`src/rtl/easyaxi_slv_rd_if.sv`:
```
// ============================================================================
// Module      : easyaxi_slv_rd_if
// Description : AXI read-channel (AR + R) bundle for the easyaxi read slave.
// Revision    : 1.0 - initial release
// ============================================================================
`default_nettype none

`ifndef AXI_ID_W
`define AXI_ID_W 4
`endif
`ifndef AXI_ADDR_W
`define AXI_ADDR_W 32
`endif
`ifndef AXI_LEN_W
`define AXI_LEN_W 8
`endif
`ifndef AXI_SIZE_W
`define AXI_SIZE_W 3
`endif
`ifndef AXI_BURST_W
`define AXI_BURST_W 2
`endif
`ifndef AXI_DATA_W
`define AXI_DATA_W 32
`endif
`ifndef AXI_RESP_W
`define AXI_RESP_W 2
`endif

interface easyaxi_slv_rd_if;
    logic                      axi_slv_arvalid;
    logic                      axi_slv_arready;
    logic [`AXI_ID_W-1:0]      axi_slv_arid;
    logic [`AXI_ADDR_W-1:0]    axi_slv_araddr;
    logic [`AXI_LEN_W-1:0]     axi_slv_arlen;
    logic [`AXI_SIZE_W-1:0]    axi_slv_arsize;
    logic [`AXI_BURST_W-1:0]   axi_slv_arburst;

    logic                      axi_slv_rvalid;
    logic                      axi_slv_rready;
    logic [`AXI_ID_W-1:0]      axi_slv_rid;
    logic [`AXI_DATA_W-1:0]    axi_slv_rdata;
    logic [`AXI_RESP_W-1:0]    axi_slv_rresp;
    logic                      axi_slv_rlast;

    modport master (
        output axi_slv_arvalid, axi_slv_arid, axi_slv_araddr, axi_slv_arlen,
               axi_slv_arsize, axi_slv_arburst, axi_slv_rready,
        input  axi_slv_arready, axi_slv_rvalid, axi_slv_rid, axi_slv_rdata,
               axi_slv_rresp, axi_slv_rlast
    );

    modport slave (
        input  axi_slv_arvalid, axi_slv_arid, axi_slv_araddr, axi_slv_arlen,
               axi_slv_arsize, axi_slv_arburst, axi_slv_rready,
        output axi_slv_arready, axi_slv_rvalid, axi_slv_rid, axi_slv_rdata,
               axi_slv_rresp, axi_slv_rlast
    );
endinterface

`default_nettype wire

```
`src/rtl/easyaxi_slv_rd.sv`:
```
// ============================================================================
// Module      : easyaxi_slv_rd
// Description : AXI read slave; buffers AR requests and answers each burst
//               in order with its beat address as read data.
// Revision    : 1.0 - initial release
// ============================================================================
`default_nettype none

`ifndef AXI_ID_W
`define AXI_ID_W 4
`endif
`ifndef AXI_ADDR_W
`define AXI_ADDR_W 32
`endif
`ifndef AXI_LEN_W
`define AXI_LEN_W 8
`endif
`ifndef AXI_SIZE_W
`define AXI_SIZE_W 3
`endif
`ifndef AXI_BURST_W
`define AXI_BURST_W 2
`endif
`ifndef AXI_DATA_W
`define AXI_DATA_W 32
`endif
`ifndef AXI_RESP_W
`define AXI_RESP_W 2
`endif

module easyaxi_slv_rd #(
    parameter int                      OST_DEPTH  = 4,
    parameter logic [`AXI_ADDR_W-1:0]  ADDR_LIMIT = 'h100
) (
    input  logic                clk,
    input  logic                rst_n,
    easyaxi_slv_rd_if.slave     axi
);

    localparam int c_PTR_W = $clog2(OST_DEPTH);
    localparam int c_AW    = `AXI_ADDR_W;
    localparam int c_DW    = `AXI_DATA_W;
    localparam int c_LW    = `AXI_LEN_W;
    localparam int c_SW    = `AXI_SIZE_W;

    localparam logic [c_PTR_W:0]            c_PTR_ONE  = 1;
    localparam logic [c_AW-1:0]             c_A_ONE    = 1;
    localparam logic [c_LW-1:0]             c_LEN_ONE  = 1;
    localparam logic [c_LW-1:0]             c_LEN_3    = 3;
    localparam logic [c_LW-1:0]             c_LEN_7    = 7;
    localparam logic [c_LW-1:0]             c_LEN_15   = 15;
    localparam logic [c_SW-1:0]             c_MAX_SIZE = c_SW'($clog2(c_DW / 8));
    localparam logic [`AXI_BURST_W-1:0]     c_FIXED    = 2'b00;
    localparam logic [`AXI_BURST_W-1:0]     c_WRAP     = 2'b10;
    localparam logic [`AXI_BURST_W-1:0]     c_RSVD     = 2'b11;
    localparam logic [`AXI_RESP_W-1:0]      c_OKAY     = 2'b00;
    localparam logic [`AXI_RESP_W-1:0]      c_SLVERR   = 2'b10;
    localparam logic [`AXI_RESP_W-1:0]      c_DECERR   = 2'b11;

    typedef enum logic [0:0] {
        S_IDLE  = 1'b0,
        S_BURST = 1'b1
    } state_t;

    typedef struct packed {
        logic [`AXI_ID_W-1:0]    id;
        logic [c_AW-1:0]         addr;
        logic [c_LW-1:0]         len;
        logic [c_SW-1:0]         size;
        logic [`AXI_BURST_W-1:0] burst;
    } ar_t;

    ar_t                      r_mem [OST_DEPTH];
    logic [c_PTR_W:0]         r_wr_ptr;
    logic [c_PTR_W:0]         r_rd_ptr;
    logic                     w_empty;
    logic                     w_full;
    logic                     w_push;
    logic                     w_pop;
    logic                     w_advance;
    ar_t                      w_head;

    state_t                   r_state;
    state_t                   w_state_nxt;

    logic [`AXI_ID_W-1:0]     r_id;
    logic [c_AW-1:0]          r_addr;
    logic [c_LW-1:0]          r_len;
    logic [c_LW-1:0]          r_cnt;
    logic [c_SW-1:0]          r_size;
    logic [`AXI_BURST_W-1:0]  r_burst;

    logic [c_AW-1:0]          w_bytes;
    logic [c_AW-1:0]          w_wrap_sz;
    logic [c_AW-1:0]          w_addr_incr;
    logic [c_AW-1:0]          w_addr_wrap;
    logic [c_AW-1:0]          w_addr_nxt;
    logic                     w_slverr;
    logic                     w_decerr;
    logic                     w_wrap_len_ok;

    // Full when the pointers differ only in their wrap bit.
    assign w_empty = (r_wr_ptr == r_rd_ptr);
    assign w_full  = (r_wr_ptr[c_PTR_W] != r_rd_ptr[c_PTR_W]) &&
                     (r_wr_ptr[c_PTR_W-1:0] == r_rd_ptr[c_PTR_W-1:0]);
    assign w_push  = axi.axi_slv_arvalid && !w_full;
    assign w_head  = r_mem[r_rd_ptr[c_PTR_W-1:0]];

    assign axi.axi_slv_arready = !w_full;

    always_ff @(posedge clk) begin
        if (w_push) begin
            r_mem[r_wr_ptr[c_PTR_W-1:0]] <= {axi.axi_slv_arid, axi.axi_slv_araddr,
                                             axi.axi_slv_arlen, axi.axi_slv_arsize,
                                             axi.axi_slv_arburst};
        end
    end

    always_ff @(posedge clk) begin
        if (!rst_n) begin
            r_wr_ptr <= '0;
            r_rd_ptr <= '0;
        end else begin
            if (w_push) r_wr_ptr <= r_wr_ptr + c_PTR_ONE;
            if (w_pop)  r_rd_ptr <= r_rd_ptr + c_PTR_ONE;
        end
    end

    always_ff @(posedge clk) begin
        if (!rst_n) r_state <= S_IDLE;
        else        r_state <= w_state_nxt;
    end

    always_comb begin
        w_state_nxt = r_state;
        w_pop       = 1'b0;
        w_advance   = 1'b0;
        case (r_state)
            S_IDLE: begin
                if (!w_empty) begin
                    w_pop       = 1'b1;
                    w_state_nxt = S_BURST;
                end
            end
            S_BURST: begin
                if (axi.axi_slv_rready) begin
                    if (r_cnt != '0)   w_advance   = 1'b1;
                    else if (!w_empty) w_pop       = 1'b1;
                    else               w_state_nxt = S_IDLE;
                end
            end
            default: w_state_nxt = S_IDLE;
        endcase
    end

    always_ff @(posedge clk) begin
        if (!rst_n) begin
            r_id    <= '0;
            r_addr  <= '0;
            r_len   <= '0;
            r_cnt   <= '0;
            r_size  <= '0;
            r_burst <= '0;
        end else if (w_pop) begin
            r_id    <= w_head.id;
            r_addr  <= w_head.addr;
            r_len   <= w_head.len;
            r_cnt   <= w_head.len;
            r_size  <= w_head.size;
            r_burst <= w_head.burst;
        end else if (w_advance) begin
            r_addr  <= w_addr_nxt;
            r_cnt   <= r_cnt - c_LEN_ONE;
        end
    end

    assign w_wrap_len_ok = (r_len == c_LEN_ONE) || (r_len == c_LEN_3) ||
                           (r_len == c_LEN_7)   || (r_len == c_LEN_15);
    assign w_slverr = (r_burst == c_RSVD) ||
                      ((r_burst == c_WRAP) && !w_wrap_len_ok) ||
                      (r_size > c_MAX_SIZE);
    assign w_decerr = (r_addr >= ADDR_LIMIT);

    assign w_bytes     = c_A_ONE << r_size;
    assign w_wrap_sz   = (c_AW'(r_len) + c_A_ONE) << r_size;
    assign w_addr_incr = (r_addr & ~(w_bytes - c_A_ONE)) + w_bytes;
    assign w_addr_wrap = (r_addr & ~(w_wrap_sz - c_A_ONE)) |
                         ((r_addr + w_bytes) & (w_wrap_sz - c_A_ONE));

    // Erroneous bursts still walk the address space as INCR.
    always_comb begin
        w_addr_nxt = w_addr_incr;
        if (!w_slverr) begin
            if (r_burst == c_FIXED)     w_addr_nxt = r_addr;
            else if (r_burst == c_WRAP) w_addr_nxt = w_addr_wrap;
        end
    end

    assign axi.axi_slv_rvalid = (r_state == S_BURST);
    assign axi.axi_slv_rlast  = (r_state == S_BURST) && (r_cnt == '0);
    assign axi.axi_slv_rid    = r_id;
    assign axi.axi_slv_rdata  = c_DW'(r_addr);
    assign axi.axi_slv_rresp  = w_slverr ? c_SLVERR : (w_decerr ? c_DECERR : c_OKAY);

endmodule

`default_nettype wire
```
`src/flat_wrapper.sv`:
```
// flat-port wrapper written by rule: the top's interface ports become plain ports
module easyaxi_slv_rd_flat 
#(
    parameter int                      OST_DEPTH  = 4,
    parameter logic [`AXI_ADDR_W-1:0]  ADDR_LIMIT = 'h100
)
  (clk, rst_n, axi_axi_slv_arvalid, axi_axi_slv_arid, axi_axi_slv_araddr, axi_axi_slv_arlen, axi_axi_slv_arsize, axi_axi_slv_arburst, axi_axi_slv_rready, axi_axi_slv_arready, axi_axi_slv_rvalid, axi_axi_slv_rid, axi_axi_slv_rdata, axi_axi_slv_rresp, axi_axi_slv_rlast);
  easyaxi_slv_rd_if axi_i ();
  input  logic clk;
  input  logic rst_n;
  input wire logic [$bits(axi_i.axi_slv_arvalid)-1:0] axi_axi_slv_arvalid;
  input wire logic [$bits(axi_i.axi_slv_arid)-1:0] axi_axi_slv_arid;
  input wire logic [$bits(axi_i.axi_slv_araddr)-1:0] axi_axi_slv_araddr;
  input wire logic [$bits(axi_i.axi_slv_arlen)-1:0] axi_axi_slv_arlen;
  input wire logic [$bits(axi_i.axi_slv_arsize)-1:0] axi_axi_slv_arsize;
  input wire logic [$bits(axi_i.axi_slv_arburst)-1:0] axi_axi_slv_arburst;
  input wire logic [$bits(axi_i.axi_slv_rready)-1:0] axi_axi_slv_rready;
  output wire logic [$bits(axi_i.axi_slv_arready)-1:0] axi_axi_slv_arready;
  output wire logic [$bits(axi_i.axi_slv_rvalid)-1:0] axi_axi_slv_rvalid;
  output wire logic [$bits(axi_i.axi_slv_rid)-1:0] axi_axi_slv_rid;
  output wire logic [$bits(axi_i.axi_slv_rdata)-1:0] axi_axi_slv_rdata;
  output wire logic [$bits(axi_i.axi_slv_rresp)-1:0] axi_axi_slv_rresp;
  output wire logic [$bits(axi_i.axi_slv_rlast)-1:0] axi_axi_slv_rlast;
  assign axi_i.axi_slv_arvalid = axi_axi_slv_arvalid;
  assign axi_i.axi_slv_arid = axi_axi_slv_arid;
  assign axi_i.axi_slv_araddr = axi_axi_slv_araddr;
  assign axi_i.axi_slv_arlen = axi_axi_slv_arlen;
  assign axi_i.axi_slv_arsize = axi_axi_slv_arsize;
  assign axi_i.axi_slv_arburst = axi_axi_slv_arburst;
  assign axi_i.axi_slv_rready = axi_axi_slv_rready;
  assign axi_axi_slv_arready = axi_i.axi_slv_arready;
  assign axi_axi_slv_rvalid = axi_i.axi_slv_rvalid;
  assign axi_axi_slv_rid = axi_i.axi_slv_rid;
  assign axi_axi_slv_rdata = axi_i.axi_slv_rdata;
  assign axi_axi_slv_rresp = axi_i.axi_slv_rresp;
  assign axi_axi_slv_rlast = axi_i.axi_slv_rlast;
  easyaxi_slv_rd #(.OST_DEPTH(OST_DEPTH), .ADDR_LIMIT(ADDR_LIMIT)) u_core (.clk(clk), .rst_n(rst_n), .axi(axi_i));
endmodule
```
`config.mk`:
```
export PLATFORM = sky130hd
export DESIGN_NAME = easyaxi_slv_rd_flat
export DESIGN_NICKNAME = d
export VERILOG_FILES = /design/src/rtl/easyaxi_slv_rd_if.sv /design/src/rtl/easyaxi_slv_rd.sv /design/src/flat_wrapper.sv
export SDC_FILE = /design/constraint.sdc
export NUM_CORES = 1
export LEC_CHECK = 0
export ABC_AREA = 1
export CORE_UTILIZATION = 55
export CTS_CLUSTER_DIAMETER = 100
export DETAILED_ROUTE_END_ITERATION = 6
export PLACE_DENSITY = 0.77
export SLEW_MARGIN = 15
export SYNTH_ARGS = -nofsm -noshare
export SYNTH_HDL_FRONTEND = slang
export SYNTH_SLANG_ARGS = --single-unit
```
`constraint.sdc`:
```
create_clock -name clk -period 10.6 [get_ports clk]
set_clock_uncertainty 0.2 [all_clocks]
set_input_delay 1.06 -clock clk [delete_from_list [all_inputs] [get_ports clk]]
set_output_delay 1.06 -clock clk [all_outputs]
set_load 0.005 [all_outputs]
```
# After elaboration in Yosys (flattened, before gate mapping)
# Memory sizes are Yosys's and may differ from the RTL's. A register that Yosys moved wholly into a read port is not among the register bits.
# Index checks and enable logic that the tools add are counted.
[op_classes]
addsub = 8
mux = 23
bitwise_logic = 7
n_reduce_logical = 16
shifts = 2
n_eq_ne = 10
order_cmp = 2
[ops]
columns = ["operator", "count"]
rows = [
  ["two-way mux 32 bit", 5],
  ["bitwise AND 32 bit", 3],
  ["adder 32 bit", 2],
  ["inverter 32 bit", 2],
  ["subtractor 32 x 1 -> 32 bit, second input constant", 2],
  ["greater-or-equal comparator 32 x 9 -> 1 bit, second input constant", 1],
  ["bitwise OR 32 bit", 1],
  ["left shift 1 x 3 -> 32 bit, first input constant", 1],
  ["left shift 32 x 3 -> 32 bit", 1],
  ["two-way mux 8 bit", 2],
  ["two-way mux 1 bit", 10],
  ["adder 8 x 1 -> 9 bit, second input constant", 1],
  ["== test 8 x 1 -> 1 bit, second input constant", 1],
  ["== test 8 x 2 -> 1 bit, second input constant", 1],
  ["== test 8 x 3 -> 1 bit, second input constant", 1],
  ["== test 8 x 4 -> 1 bit, second input constant", 1],
  ["logical NOT 8 bit", 1],
  ["two-way mux 2 bit", 4],
  ["nonzero test 8 bit", 1],
  ["subtractor 8 x 1 -> 8 bit, second input constant", 1],
  ["adder 3 x 1 -> 3 bit, second input constant", 2],
  ["logical OR 1 bit", 5],
  ["== test 2 bit, second input constant", 2],
  ["logical AND 1 bit", 4],
  ["11 further kinds", 13],
]
[totals]
ff_bits = 64
mem_bits_rw = 196
word_cells = 78
n_memories = 1
[memory_table]
columns = ["name", "words", "width", "read_ports", "rd_clocked_by_memory_dff", "write_ports", "line", "source"]
rows = [
  ["u_core.r_mem", 4, 49, 1, 1, 1, "easyaxi_slv_rd.sv:73", "ar_t r_mem [OST_DEPTH];"],
]

# Depth between registers and ports, before layout
# Gate-level depths: netlist of run 1.
[depth]
word_depth = 11
ltp_mapped = 21
depth_no_buf = 21

# Worst setup path after synthesis of run 1
# No wires, ideal clock.
[synth_timing]
path_type = "input port to flip-flop"
start = "input port axi_axi_slv_arvalid"
end = "register u_core.r_wr_ptr[2]"
stages = 4
arrival_ns = 3.700
required_time_ns = 10.316
n_path_buf = 0
slack_ns = 6.616
setup_ns = 0.084
path_cell_list = "nand2_1 > nor2_1 > o21ai_0 > a21oi_1"
[synth_via]
elab_chain_cells = 1
[synth_rtl]
columns = ["item", "line", "source"]
rows = [
  ["start: declaration", "flat_wrapper.sv:11", "input wire logic [$bits(axi_i.axi_slv_arvalid)-1:0] axi_axi_slv_arvalid;"],
  ["logical AND 1 bit", "easyaxi_slv_rd.sv:106", "assign w_push = axi.axi_slv_arvalid && !w_full;"],
  ["end signal: assignment", "easyaxi_slv_rd.sv:124", "if (w_push) r_wr_ptr <= r_wr_ptr + c_PTR_ONE;"],
  ["end: declaration", "easyaxi_slv_rd.sv:74", "logic [c_PTR_W:0] r_wr_ptr;"],
]
# Every way passes these cells.
# A chain may end at the register's enable or synchronous reset.

# Worst setup path in the final report of run 1
[layout_timing]
start = "register u_core.r_size[0]"
end = "output port axi_axi_slv_rresp[0]"
[layout_via]
elab_chain_cells = 3
[layout_rtl]
columns = ["item", "line", "source"]
rows = [
  ["start: declaration", "easyaxi_slv_rd.sv:90", "logic [c_SW-1:0] r_size;"],
  ["start signal: assignment", "easyaxi_slv_rd.sv:169", "r_size <= w_head.size;"],
  ["> comparator 3 x 2 -> 1 bit", "easyaxi_slv_rd.sv:181", "(r_size > c_MAX_SIZE);"],
  ["logical OR 1 bit", "easyaxi_slv_rd.sv:180", "((r_burst == c_WRAP) && !w_wrap_len_ok) ||"],
  ["two-way mux 2 bit", "easyaxi_slv_rd.sv:203", "assign axi.axi_slv_rresp = w_slverr ? c_SLVERR : (w_decerr ? c_DECERR : c_OKAY);"],
  ["end: declaration", "flat_wrapper.sv:22", "output wire logic [$bits(axi_i.axi_slv_rresp)-1:0] axi_axi_slv_rresp;"],
]
# Every way passes these cells.

==> results_dict.tcl, run 1 <==
set metrics [dict create \
    rsz0062_at_grt "no" \
    final_util_pct 63.7 \
    worst_slew_pin_slew_ps 989 \
    cp_data_required_time_ps 9340 \
    power_frac_seq_pct 31.5 \
    fp-row-count 58 \
    period_share_pct 41.2 \
    antenna_found_initial 0 \
    grt_max_degree 66 \
    path_clk_slew_ps 70 \
    synth_seq_area_share_pct 51.4 \
    drcViolationCount 0 \
    fmax_mhz 229 \
    max-slew-margin-rel_pct 33.8 \
    grt_pass1_vias 11200 \
    synth_cells 1669 \
    grt_usage_pct 29.3 \
    die_area_mm2 0.0261 \
    yosys_warnings 0 \
    syn2layout_area_growth_pct 14.0 \
    stdcell_area_mm2 0.0160 \
    maxCapViolCount 0 \
    cp.arrival_ps 3110 \
    layout-drive-gt1-share_pct 7.87 \
    numClockSinks 262 \
    setup-tns-final_ps 0 \
    layout_commonest_cell "nand2_1" \
    syn_nets 1746 \
    slew_violations 0 \
    die_h_um 162 \
    nets 1810 \
    routedWlPerCell_um 18.4 \
    ir_worst_vdd_uv 162 \
    clk_path_buf_depth 3 \
    clkPwrFrac_pct 19.7 \
    portBuffers 93 \
    cts-resized-gates 0 \
    ctsHoldBuffers 0 \
    crit_path_end_kind "output pin" \
    critical_path_class "reg2out" \
    period_needed_ps 4370 \
    routed_via_density 5.78 \
    run_status "finished clean" \
    reg2reg_depth 13 \
    setup_viol 0 \
    syn_area_mm2 0.0140 \
    dp_hpwl_um 25700 \
    ys.flop_type "edfxtp_1" \
    holdPathStages 1 \
    die_width_um 162 \
    worstHoldPathType "reg2reg" \
    clk_latency_ps 530 \
    async_flop_share_pct 0 \
    postSynthAreaPerCell_um2 8.40 \
    routabilityCongestion 0.999 \
    route.vias.total 12000 \
    clock-root-buffer "clkbuf_16" \
    synth_top_area_share_pct 42.0 \
    dr.pass1.iters 6 \
    synthTopCellsByArea "edfxtp_1 (42%), dfxtp_1 (9.4%), nand2_1 (8.9%), nor2_1 (6.7%), o21ai_0 (5.3%)" \
    cts_tree "built" \
    drtIter0Drc 1326 \
    crit_fanout 20 \
    power.total_mw 4.61 \
    internal_power_mw 2.51 \
    yosys.cell_types.count 55 \
    io-pin-count 94 \
    power_density_mw_per_mm2 288 \
    grt_pass1_wl_um 59900 \
    hold_viol 0 \
    start_util_pct 55.9 \
    h-tree-depth 1 \
    ys_seq_elements 262 \
    total_leakage_power_nw 6.13 \
    postCtsSetupRepairBufs 0 \
    grt_overflow 0 \
    worst_setup_path_start_kind "flop" \
    numCtsBuffers 26 \
    core_area_mm2 0.0251 \
    switching_share_pct 45.7 \
    wirelength_um 38300 \
    combPwrFrac_pct 48.8 \
    final_cell_mix "nand2_1 (331), nor2_1 (245), edfxtp_1 (196)" \
    ant_nets 0 \
    antenna_cells 0 \
    placed_area_mm2 0.0152 \
    switchingPower_mw 2.10 \
    yosysTopAreaCell "edfxtp_1" \
    synth_edf_count 196 \
]
critical path, stage by stage, from the launching register on:
cell	delay, ps
dfxtp_1	460
inv_2	380
nand3_2	150
ha_1	260
a21oi_1	390
inv_1	140
nor2_1	240
clkdlybuf4s50_1	550
final cells by class:
cell class              count  area, µm²
multi-input cells        1195       5970
clock inverters            11        108
fillers                  2131       9130
clock buffers              37        723
well taps                 330        413
inverters                 145        551
flip-flops and latches    262       7210
repair buffers            103       1010
Yosys cell counts (2+ instances only):
master,number
a211oi_1,4
a21oi_1,89
a21oi_2,2
a31oi_1,13
a32o_1,2
buf_1,6
buf_2,12
buf_4,2
buf_6,7
clkbuf_1,40
clkinv_1,2
dfxtp_1,66
edfxtp_1,196
ha_1,23
inv_1,121
inv_2,20
nand2_1,332
nand2_2,22
nand2_4,2
nand3_1,117
nand3_2,6
nand4_1,18
nor2_1,249
nor2_2,11
nor2_4,5
nor2_8,2
nor2b_1,2
nor3_1,18
nor4_1,9
o21a_1,5
o21ai_0,149
o21ai_1,23
o21ai_2,3
o21bai_2,2
o22ai_1,32
o311ai_0,2
o31ai_1,2
or2_1,2
or2_2,2
xnor2_1,9
xor2_1,26
routing by layer:
| layer | wire length, µm | global-route usage (%) | vias up |
|---|---|---|---|
| met3 | 2780 | 2.37 | 72 |
| met5 | 0 | 0 | - |
| met2 | 17500 | 47.2 | 539 |
| met1 | 17100 | 42.8 | 5628 |
| met4 | 875 | 7.98 | 0 |
| li1 | - | - | 5801 |
through the flow:
step / setup slack, ps / hold WS [ps] / instances
2_1_floorplan: 6620 / 243 / 1669
3_3_place_gp: 6180 / 250 / 2035
3_5_place_dp: 6140 / 268 / 2035
4_1_cts: 6250 / 284 / 2083
5_1_grt: 6030 / 299 / 2083
6_report: 6230 / 285 / 2083
worst paths after layout:
path	end	slack (ps)	start
worst max register to register	flop	6330	u_core.r_size[0]
worst min register to register	u_core.r_wr_ptr[2]	290	u_core.r_wr_ptr[2]
worst min-delay path	u_core.r_wr_ptr[2]	290	u_core.r_wr_ptr[2]
worst max-delay path	axi_axi_slv_rresp[0]	6230	u_core.r_size[0]
logic make-up after synthesis:
| family | after synthesis | share of synthesized area [%] |
|---|---|---|
| AND/OR/NAND/NOR | 802 | 25.0 |
| buffers and inverters | 212 | 6.25 |
| AO/OA/AOI/OAI | 334 | 13.0 |
| XOR/XNOR | 35 | 2.19 |
| adder cells (fa/ha/maj) | 24 | 2.19 |
| flip-flops | 262 | 51.4 |
power by group through the flow:
stage	clock network [mW]	logic (mW)	registers (mW)
6_report	0.906	2.25	1.45
3_3_place_gp	0	2.14	1.46
2_1_floorplan	0	1.65	1.38
5_1_grt	0.956	2.47	1.47
3_5_place_dp	0	2.19	1.47
4_1_cts	0.914	2.21	1.45
Note: power is estimated with default switching activity, not from simulation.
==> run 2, diff against run 1 <==
CORE_UTILIZATION = 54   (was 55)
PLACE_DENSITY = 0.79   (was 0.77)
clock period = 3.65 ns   (was 10.6 ns; I/O delays follow)
==> results_dict.tcl, run 2 (synthesis results as in run 1) <==
set metrics [dict create \
    combPwrFrac_pct 50.7 \
    total_leakage_power_nw 6.22 \
    max-slew-margin-rel_pct 27.5 \
    routedWlPerCell_um 19.3 \
    nets 1828 \
    clkPwrFrac_pct 19.3 \
    drcViolationCount 5 \
    die_width_um 163 \
    clock-root-buffer "clkbuf_16" \
    ctsHoldBuffers 0 \
    final_util_pct 63.8 \
    power_frac_seq_pct 30.0 \
    grt_usage_pct 30.8 \
    clk_latency_ps 560 \
    clk_path_buf_depth 3 \
    numCtsBuffers 27 \
    final_cell_mix "nand2_1 (331), nor2_1 (245), edfxtp_1 (196)" \
    regArea_mm2 0.00721 \
    grt_pass1_wl_um 62600 \
    wirelength_um 40500 \
    grt_overflow 0 \
    power.total_mw 13.7 \
    h-tree-depth 1 \
    path_clk_slew_ps 70 \
    cp_data_required_time_ps 3940 \
    setup_viol 0 \
    drtIter0Drc 1322 \
    io-pin-count 94 \
    die_area_mm2 0.0266 \
    crit_fanout 6 \
    worst_slew_pin_slew_ps 1090 \
    cts-resized-gates 0 \
    route.vias.total 12100 \
    hold_viol 0 \
    period_needed_ps 3350 \
    cp.arrival_ps 3640 \
    switchingPower_mw 6.41 \
    num-fill-cells 2134 \
    layout_commonest_cell "nand2_1" \
    violations "design-rule violations" \
    power_density_mw_per_mm2 851 \
    postCtsSetupRepairBufs 0 \
    fmax_mhz 299 \
    routabilityCongestion 1.05 \
    worst_setup_path_start_kind "flop" \
    layout-drive-gt1-share_pct 9.03 \
    die_h_um 163 \
    dp.cells 2052 \
    core_area_mm2 0.0253 \
    slew_violations 0 \
    internal_power_mw 7.34 \
    fp-row-count 58 \
    crit_path_end_kind "flop" \
    setup-tns-final_ps 0 \
    worstHoldPathType "in2reg" \
    antenna_found_initial 1 \
    switching_share_pct 46.6 \
    hold_slack_ps 243 \
    dr.pass1.iters 7 \
    routed_via_density 5.78 \
    grt_pass1_vias 11200 \
    numClockSinks 262 \
    run_status "finished, violations left" \
    ant_nets 0 \
    period_share_pct 91.7 \
    rsz0062_at_grt "no" \
    start_util_pct 55.4 \
    multi_input_area_mm2 0.00598 \
    ir_worst_vdd_uv 539 \
    portBuffers 93 \
    syn2layout_area_growth_pct 15.2 \
    grt_max_degree 100 \
    critical_path_class "reg2reg" \
    maxCapViolCount 0 \
    dp_hpwl_um 27800 \
    instances_no_fill 2103 \
    cts_tree "built" \
]
==> run 2: cell types whose count changed in the layout (fill, tap and decap cells not counted), sizes merged <==
cell	delta
diode	+1
buf	+17
bufinv	-2
inv	+3
clkinv	-2
clkinvlp	+1
clkbuf	+2
==> run 2: through the flow <==
step	area [µm²]	worst slack, ps
2_1_floorplan	14000	69.1
3_3_place_gp	15300	296
3_5_place_dp	15300	289
4_1_cts	16100	109
5_1_grt	16200	15.8
6_report	16200	303
==> run 2: worst max-delay path, cell delays in order (launching register included) <==
cell and delay, ps:
dfxtp_1 430, ha_1 240, nand2_2 110, nor2_2 150, nand2_1 60, nand2_1 80, nand3_1 110, nand3_1 150
nand3_1 100, nand2_1 140, nand2_1 100, nor2_2 240, nand3_1 200, nor2_1 130, ha_1 250, nor2_1 110
o21ai_0 90, a21oi_1 120, o22ai_1 80, a21oi_1 170
==> run 2: path summary, 6_finish.rpt <==
kind / from / to / slack, ps / depth (start not counted)
setup / recovery: u_core.r_len[1] / flop / 300 / 19
hold / removal: axi_axi_slv_arid[3] / u_core.r_mem[0][48] / 240 / 1
setup reg to reg: u_core.r_len[1] / flop / 300 / 19
hold reg to reg: u_core.r_rd_ptr[2] / u_core.r_rd_ptr[2] / 280 / 1
==> run 2: area by class of cell <==
class                           instances  area share [%]
Antenna cell                            1          0.0155
Clock buffer                           39            4.71
Clock inverter                         11           0.534
Inverter                              145            3.41
Multi-Input combinational cell       1195            37.0
Sequential cell                       262            44.6
Tap cell                              330            2.56
Timing Repair Buffer                  120            7.09
==> run 2: power groups by stage <==
stage	Combinational [mW]	Clock (mW)	Sequential, mW
CTS	6.84	2.69	4.11
global placement	6.73	0	4.15
finish	6.97	2.65	4.13
detailed placement	6.79	0	4.17
floorplan	4.79	0	3.99
global route	7.70	2.80	4.18
==> run 2: layer usage <==
metal	up-vias	global-route usage [%]	routed length [µm]
li1	5833	-	-
met1	5700	43.7	17300
met2	555	48.2	18500
met3	61	6.45	3870
met4	0	7.69	908
met5	-	0	0
